### src/rtl/sic_mem_arbiter_pkg.sv
// ---------------------------------------------------------------------------
// sic_mem_arbiter_pkg
// Shared definitions for the SIC data-memory arbiter:
//   mem_arb_state_t  - arbiter FSM states (IDLE: no owner, OWN: owner valid)
//   MEM_WORD_ADDR_W  - data-memory word-address width
//   id_age()         - wrap-safe age of an issue id relative to a base id
// ---------------------------------------------------------------------------
package sic_mem_arbiter_pkg;

    localparam int MEM_WORD_ADDR_W = 30;

    // Widest issue id supported by id_age(); callers zero-extend into it.
    localparam int ID_MAX_W = 16;

    typedef enum logic {
        ST_IDLE = 1'b0,
        ST_OWN  = 1'b1
    } mem_arb_state_t;

    // Age = (id - base) mod 2^width. Ids wrap, so a plain unsigned
    // subtraction masked to the id width orders them correctly.
    function automatic logic [ID_MAX_W-1:0] id_age(
        input logic [ID_MAX_W-1:0] id,
        input logic [ID_MAX_W-1:0] base,
        input int unsigned         width
    );
        logic [ID_MAX_W-1:0] mask;
        mask = (ID_MAX_W'(1) << width) - ID_MAX_W'(1);
        return (id - base) & mask;
    endfunction

endpackage

### src/rtl/sic_age_select.sv
// ---------------------------------------------------------------------------
// sic_age_select
// Combinational oldest-issue-id-first selector.
//   req       in  per-SIC request
//   ids       in  packed issue ids, SIC i at [i*ID_WIDTH +: ID_WIDTH]
//   base      in  oldest in-flight issue id (age zero point)
//   excl      in  mask of SICs that may not win this cycle
//   win_idx   out index of the winner (smallest age, lowest index on tie)
//   win_valid out at least one eligible requester exists
// ---------------------------------------------------------------------------
module sic_age_select
    import sic_mem_arbiter_pkg::*;
#(
    parameter int NUM_SIC  = 4,
    parameter int ID_WIDTH = 6,
    parameter int IDX_W    = 2
) (
    input  logic [NUM_SIC-1:0]          req,
    input  logic [NUM_SIC*ID_WIDTH-1:0] ids,
    input  logic [ID_WIDTH-1:0]         base,
    input  logic [NUM_SIC-1:0]          excl,
    output logic [IDX_W-1:0]            win_idx,
    output logic                        win_valid
);

    logic [ID_WIDTH-1:0] best_age;
    logic [ID_WIDTH-1:0] age;

    always_comb begin
        win_idx   = '0;
        win_valid = 1'b0;
        best_age  = '0;
        age       = '0;
        for (int unsigned i = 0; i < NUM_SIC; i++) begin
            age = ID_WIDTH'(id_age(ID_MAX_W'(ids[i*ID_WIDTH +: ID_WIDTH]),
                                   ID_MAX_W'(base), ID_WIDTH));
            // Strict less-than keeps the lower index on equal ages.
            if (req[i] && !excl[i] && (!win_valid || age < best_age)) begin
                win_valid = 1'b1;
                win_idx   = IDX_W'(i);
                best_age  = age;
            end
        end
    end

endmodule

### src/rtl/sic_mem_arbiter.sv
// ---------------------------------------------------------------------------
// sic_mem_arbiter
// Grants one SIC at a time exclusive use of the single data-memory port,
// oldest issue id first, and muxes the owner's address/data/write enable
// onto the SRAM. Read data is broadcast unchanged.
//
// Ports:
//   clk, rst_n        clock, asynchronous active-low reset
//   req               per-SIC lock request (level)
//   req_issue_id      per-SIC issue id (packed, ID_WIDTH each)
//   release_lock      owner ends its access this cycle
//   oldest_issue_id   age base for the oldest-first compare
//   sic_addr/wdata/wen per-SIC memory access fields
//   grant             one-hot grant (combinational from the owner register)
//   mem_addr/wdata/wen SRAM port, driven from the owner; zero when idle
//   mem_rdata, rdata  SRAM read data in, broadcast out
//   busy              an owner is present
//   timeout_err       sticky watchdog error
//
// Build option: SIC_MEM_ARB_WATCHDOG_EN adds a per-ownership cycle counter
// that force-ends ownership after TIMEOUT_CYCLES grant cycles and sets
// timeout_err. Without it, ownership is unbounded and timeout_err is 0.
// ---------------------------------------------------------------------------
module sic_mem_arbiter
    import sic_mem_arbiter_pkg::*;
#(
    parameter int NUM_SIC        = 4,
    parameter int ID_WIDTH       = 6,
    parameter int TIMEOUT_CYCLES = 16
) (
    input  logic                                 clk,
    input  logic                                 rst_n,
    input  logic [NUM_SIC-1:0]                   req,
    input  logic [NUM_SIC*ID_WIDTH-1:0]          req_issue_id,
    input  logic [NUM_SIC-1:0]                   release_lock,
    input  logic [ID_WIDTH-1:0]                  oldest_issue_id,
    input  logic [NUM_SIC*MEM_WORD_ADDR_W-1:0]   sic_addr,
    input  logic [NUM_SIC*32-1:0]                sic_wdata,
    input  logic [NUM_SIC-1:0]                   sic_wen,
    output logic [NUM_SIC-1:0]                   grant,
    output logic [MEM_WORD_ADDR_W-1:0]           mem_addr,
    output logic [31:0]                          mem_wdata,
    output logic                                 mem_wen,
    input  logic [31:0]                          mem_rdata,
    output logic [31:0]                          rdata,
    output logic                                 busy,
    output logic                                 timeout_err
);

    localparam int IDX_W = (NUM_SIC > 1) ? $clog2(NUM_SIC) : 1;

    if (NUM_SIC < 2 || TIMEOUT_CYCLES < 1) begin : g_bad_cfg
        $error("sic_mem_arbiter: NUM_SIC must be >= 2 and TIMEOUT_CYCLES >= 1");
    end

    mem_arb_state_t     state;
    logic [IDX_W-1:0]   own_idx;

    logic               own_rel;
    logic               own_abort;
    logic               own_timeout;
    logic               own_end;
    logic [NUM_SIC-1:0] excl;
    logic [IDX_W-1:0]   sel_idx;
    logic               sel_valid;

    assign busy  = (state == ST_OWN);
    assign rdata = mem_rdata;

    // Ownership-ending events only ever look at the owner's own lines.
    always_comb begin
        own_rel   = busy & release_lock[own_idx];
        own_abort = busy & ~req[own_idx];
        own_end   = own_rel | own_abort | own_timeout;
        excl      = '0;
        if (busy) begin
            excl[own_idx] = 1'b1;
        end
    end

    sic_age_select #(
        .NUM_SIC  (NUM_SIC),
        .ID_WIDTH (ID_WIDTH),
        .IDX_W    (IDX_W)
    ) u_sel (
        .req       (req),
        .ids       (req_issue_id),
        .base      (oldest_issue_id),
        .excl      (excl),
        .win_idx   (sel_idx),
        .win_valid (sel_valid)
    );

`ifdef SIC_MEM_ARB_WATCHDOG_EN
    localparam int CNT_W = $clog2(TIMEOUT_CYCLES + 1);

    logic [CNT_W-1:0] wd_cnt;
    logic             wd_err;

    // wd_cnt is the number of grant cycles already spent by the owner, so
    // the owner gets exactly TIMEOUT_CYCLES grant cycles.
    assign own_timeout = busy & ~own_rel & ~own_abort &
                         (wd_cnt == CNT_W'(TIMEOUT_CYCLES - 1));
    assign timeout_err = wd_err;
`else
    assign own_timeout = 1'b0;
    assign timeout_err = 1'b0;
`endif

    always_ff @(posedge clk or negedge rst_n) begin
        if (!rst_n) begin
            state   <= ST_IDLE;
            own_idx <= '0;
`ifdef SIC_MEM_ARB_WATCHDOG_EN
            wd_cnt  <= '0;
            wd_err  <= 1'b0;
`endif
        end else begin
            case (state)
                ST_IDLE: begin
                    if (sel_valid) begin
                        own_idx <= sel_idx;
                        state   <= ST_OWN;
                    end
                end
                ST_OWN: begin
                    // Hand-off re-selects in the ending cycle (owner
                    // excluded) so the next grant follows with no gap.
                    if (own_end) begin
                        if (sel_valid) begin
                            own_idx <= sel_idx;
                        end else begin
                            state <= ST_IDLE;
                        end
                    end
                end
                default: begin
                    state <= ST_IDLE;
                end
            endcase
`ifdef SIC_MEM_ARB_WATCHDOG_EN
            if (state == ST_IDLE || own_end) begin
                wd_cnt <= '0;
            end else begin
                wd_cnt <= wd_cnt + CNT_W'(1);
            end
            if (own_timeout) begin
                wd_err <= 1'b1;
            end
`endif
        end
    end

    always_comb begin
        grant     = '0;
        mem_addr  = '0;
        mem_wdata = '0;
        mem_wen   = 1'b0;
        if (busy) begin
            grant[own_idx] = 1'b1;
            mem_addr  = sic_addr[int'(own_idx)*MEM_WORD_ADDR_W +: MEM_WORD_ADDR_W];
            mem_wdata = sic_wdata[int'(own_idx)*32 +: 32];
            mem_wen   = sic_wen[own_idx] & ~own_abort;
        end
    end

endmodule

### config.mk
export PLATFORM = sky130hd
export DESIGN_NAME = sic_mem_arbiter
export DESIGN_NICKNAME = d
export VERILOG_FILES = /design/src/rtl/sic_mem_arbiter_pkg.sv /design/src/rtl/sic_age_select.sv /design/src/rtl/sic_mem_arbiter.sv
export SDC_FILE = /design/constraint.sdc
export NUM_CORES = 1
export LEC_CHECK = 0
export CAP_MARGIN = 15
export CELL_PAD_IN_SITES_DETAIL_PLACEMENT = 0
export CELL_PAD_IN_SITES_GLOBAL_PLACEMENT = 2
export CORE_AREA = 2 2 163 165
export DETAILED_ROUTE_END_ITERATION = 10
export DIE_AREA = 0 0 165 167
export DONT_BUFFER_PORTS = 1
export PLACE_DENSITY = 0.53
export SLEW_MARGIN = 40
export SYNTH_ARGS = -nofsm -noshare
export SYNTH_HDL_FRONTEND = slang
export SYNTH_SLANG_ARGS = --single-unit
### constraint.sdc
create_clock -name clk -period 9.75 [get_ports clk]
set_input_delay 1.4625 -clock clk [delete_from_list [all_inputs] [get_ports clk]]
set_output_delay 1.4625 -clock clk [all_outputs]
set_load 0.01 [all_outputs]
==> results.md <==
* Seq cells post-synth at 3
* Layout fillers at 2,863
* Worst-path maximum fanout at 11
* Worst-skew pair later-pin latency at 0.22 ns
* Global-route wire length before repair at 25,500 µm
* Top FF cell, synth: dfrtp_1
* Crit path kind: in2reg
* Final setup violation count at 0
* Post-Place Cells at 678
* Sequential Power Share at 6.9%
* Die height at 167 µm
* Synth Instances at 399
* Crit. End Element: flop
* Hold Path Class: reg2reg
* Sequential-to-total area share from yosys stat at 1.92%
* Core Footprint at 0.0258 mm²
* DR DRC count at 0
* Routed Antenna Nets at 0
* Multi-input logic area at 0.00337 mm²
* Resized Gates After CTS at 0
* Worst EP arrival at 7.46 ns
* Period utilisation layout at 75.0%
* CTS Hold Bufs at 0
* DR pass1 iterations at 4
* Top cell family by delay on the critical path: compound AO/OA/AOI/OAI gates
* CTS H-tree depth at 1
* Post-CTS setup buffer count at 0
* Worst reg2reg startpoint: own_idx[0]
* Final HPWL DP at 17,400 µm
* Max_cap viols at 0
* Leakage at 0.00149 µW
* I/O pins at 425
* Pint at 543 µW
* Total gr overflow at 0
* Hold Crit Endpoint: own_idx[1]
* Initial antenna violation count at 12
* CP Depth at 27
* Transition time of the tightest slew-check pin at 0.616 ns
* Yosys top cell by area: mux4_2
* Routability cong. at 0.815
* Setup Skew at 0.000366 ns
* Mapped Area at 0.00390 mm²
* Post-route insts no fill at 689
* Status: finished, final reports clean
* Ys async rst share at 100%
* Comb pwr share at 87.5%
* NetSw at 627 µW
* Placed cell areas at 0.00397 mm²
* Synth warn at 0
* Port Buffers at 0
* Share of layout cells above drive strength 1 at 24.1%
* Final min period at 7.31 ns
* Vias in the first global route at 3,386
* RSZ-0062 raised after global routing: false
* Worst path max stage delay at 0.42 ns
* Largest net degree at the start of global routing at 74
* Initial drt markers at 151
* Clk slew on worst S/H paths at 0.03 ns
* Total track usage at 13.1%
* Crit-path slowest cell: a2111oi_0
* CTS tree: built
* Yosys top cell area share at 37.5%
* Clk sink count at 3
* Worst path most repeated cell: ha_1
* IR Drop Worst-Case VDD at 0.139 mV
* Syn nets at 762
* CTS max path bufs at 2
* Worst Reg-to-Reg Cells at 25
* Fmax at 0.137 GHz
* R2R setup slack at 3.49 ns
* Via/cell ratio at 4.66
* DIE AREA at 0.0276 mm²
* CTS Root Cell: clkbuf_16
* Clock Power Share at 5.6%
* Rows at 59
* CP startpoint: oldest_issue_id[1]
* Crit path required time at 9.89 ns
* Vias at 3,211
* Switching share of power at 53.6%
* Post-synth EDFFs at 0
* TritonCTS Buffers at 3
* Total Routed Length at 19,300 µm
* Synth cell count leaders: and2_1 (65), mux4_2 (65), ha_1 (35), buf_4 (34), inv_1 (24)
* CP Launch Type: input port
* Register area at 83.8 µm²
* Worst reg2reg path endpoint: own_idx[1]
* Starting Density at 15.1%
* Die Span X at 165 µm
* Final Hold Fails at 0
* Tot Pwr at 1170 µW
* Power Dens Cells at 286 mW/mm²
* Buffers & Inverters on Critical Path at 2
* Layout area overhead at 4.91%
* Worst hold start: own_idx[1]
* Nets at 712
* Routed WL per cell at 28.0 µm
* Slew headroom at 58.6%
* Setup TNS at 0 ns
* Final instance area at 0.00409 mm²
* Synth unique cells at 53
* Avg Synthesized Cell Area at 9.77 µm²
* Hold Path Stages at 2
* Synth area leaders: mux4_2 (38%), ha_1 (11%), and2_1 (10%), buf_4 (6.5%), a21o_1 (2.9%)
* Slew Limit Fails at 0
power by group through the flow:
stage               Sequential (µW)  Clock, µW  Combinational (µW)
finish                         80.7       65.2                1020
global route                   89.2       68.8                1140
CTS                             116       66.4                1020
detailed placement              116          0                1020
global placement                107          0                1000
floorplan                      22.9          0                 872
metal layers:
layer  share of wire [%]  wire (µm)  track usage, %
met1                  34       6650            14.0
met2                  51       9760            23.0
met3                  12       2280            5.85
met4                 2.9        558            3.48
met5                0.23         45               0
metrics by stage:
step,setup slack [ns],hold WS [ns],utilization [%]
5_1_grt,1.75,0.924,15.8
4_1_cts,2.39,0.931,15.7
6_report,2.44,0.908,15.9
3_3_place_gp,2.32,0.945,15.4
3_5_place_dp,2.19,0.969,15.4
2_1_floorplan,2.91,0.748,-
layout make-up:
| cell class | instances | share of cell area (%) |
|---|---|---|
| flip-flops and latches | 3 | 2.05 |
| clock buffers | 4 | 1.93 |
| inverters | 24 | 2.20 |
| multi-input cells | 314 | 82.3 |
| diodes | 6 | 0.367 |
| well taps | 335 | 10.2 |
| repair buffers | 3 | 0.948 |
layout by cell type, fill, tap and decap left out, types with 5 or more instances in the layout:
master	count
and2_1	65
mux4_2	65
ha_1	35
inv_1	24
a21o_1	15
a21oi_1	14
nor2_1	14
xnor2_1	12
nand2_1	10
o21ai_0	9
diode_2	6
xor2_1	6
nor2b_1	6
o21a_1	5
worst max-delay path by stage:
stage,slack (ns),to
CTS,2.39,own_idx[1]
global placement,2.32,own_idx[1]
detailed placement,2.19,own_idx[1]
global route,1.75,own_idx[1]
finish,2.44,own_idx[1]
floorplan,2.91,own_idx[1]
worst register-to-register path, stage by stage, from the launching register on:
cell       delay (ns)
dfrtp_4          0.75
or3b_4           0.29
and2_4           0.23
nand2_1          0.07
a21oi_1          0.20
inv_1            0.07
ha_1             0.29
a2111oi_0        0.50
o21ai_1          0.19
a31o_2           0.36
mux2i_1          0.26
ha_1             0.29
a211oi_1         0.23
o21bai_1         0.18
nand2b_1         0.18
a21oi_1          0.27
nand2_2          0.17
a21o_1           0.22
ha_1             0.28
a21o_1           0.16
a21o_1           0.17
a21oi_1          0.17
and3b_1          0.20
o311ai_1         0.10
a31o_1           0.21
a21oi_1          0.13
logic make-up (layout without fill, tap and decap cells):
logic type,after synthesis,count (layout),synth area share [%]
compound gates,68,68,12.1
xor+xnor,18,18,4.04
fa+ha+maj,39,39,13.3
buf+inv,82,31,11.8
flops,3,3,1.92
mux,70,70,38.9
other cells,1,7,0.0962
simple gates,118,118,18.0
flip-flops by register name, summed over array words and instances (netlist names):
register  count
busy          1
own_idx       2
Power figures use the tool's default switching activity.
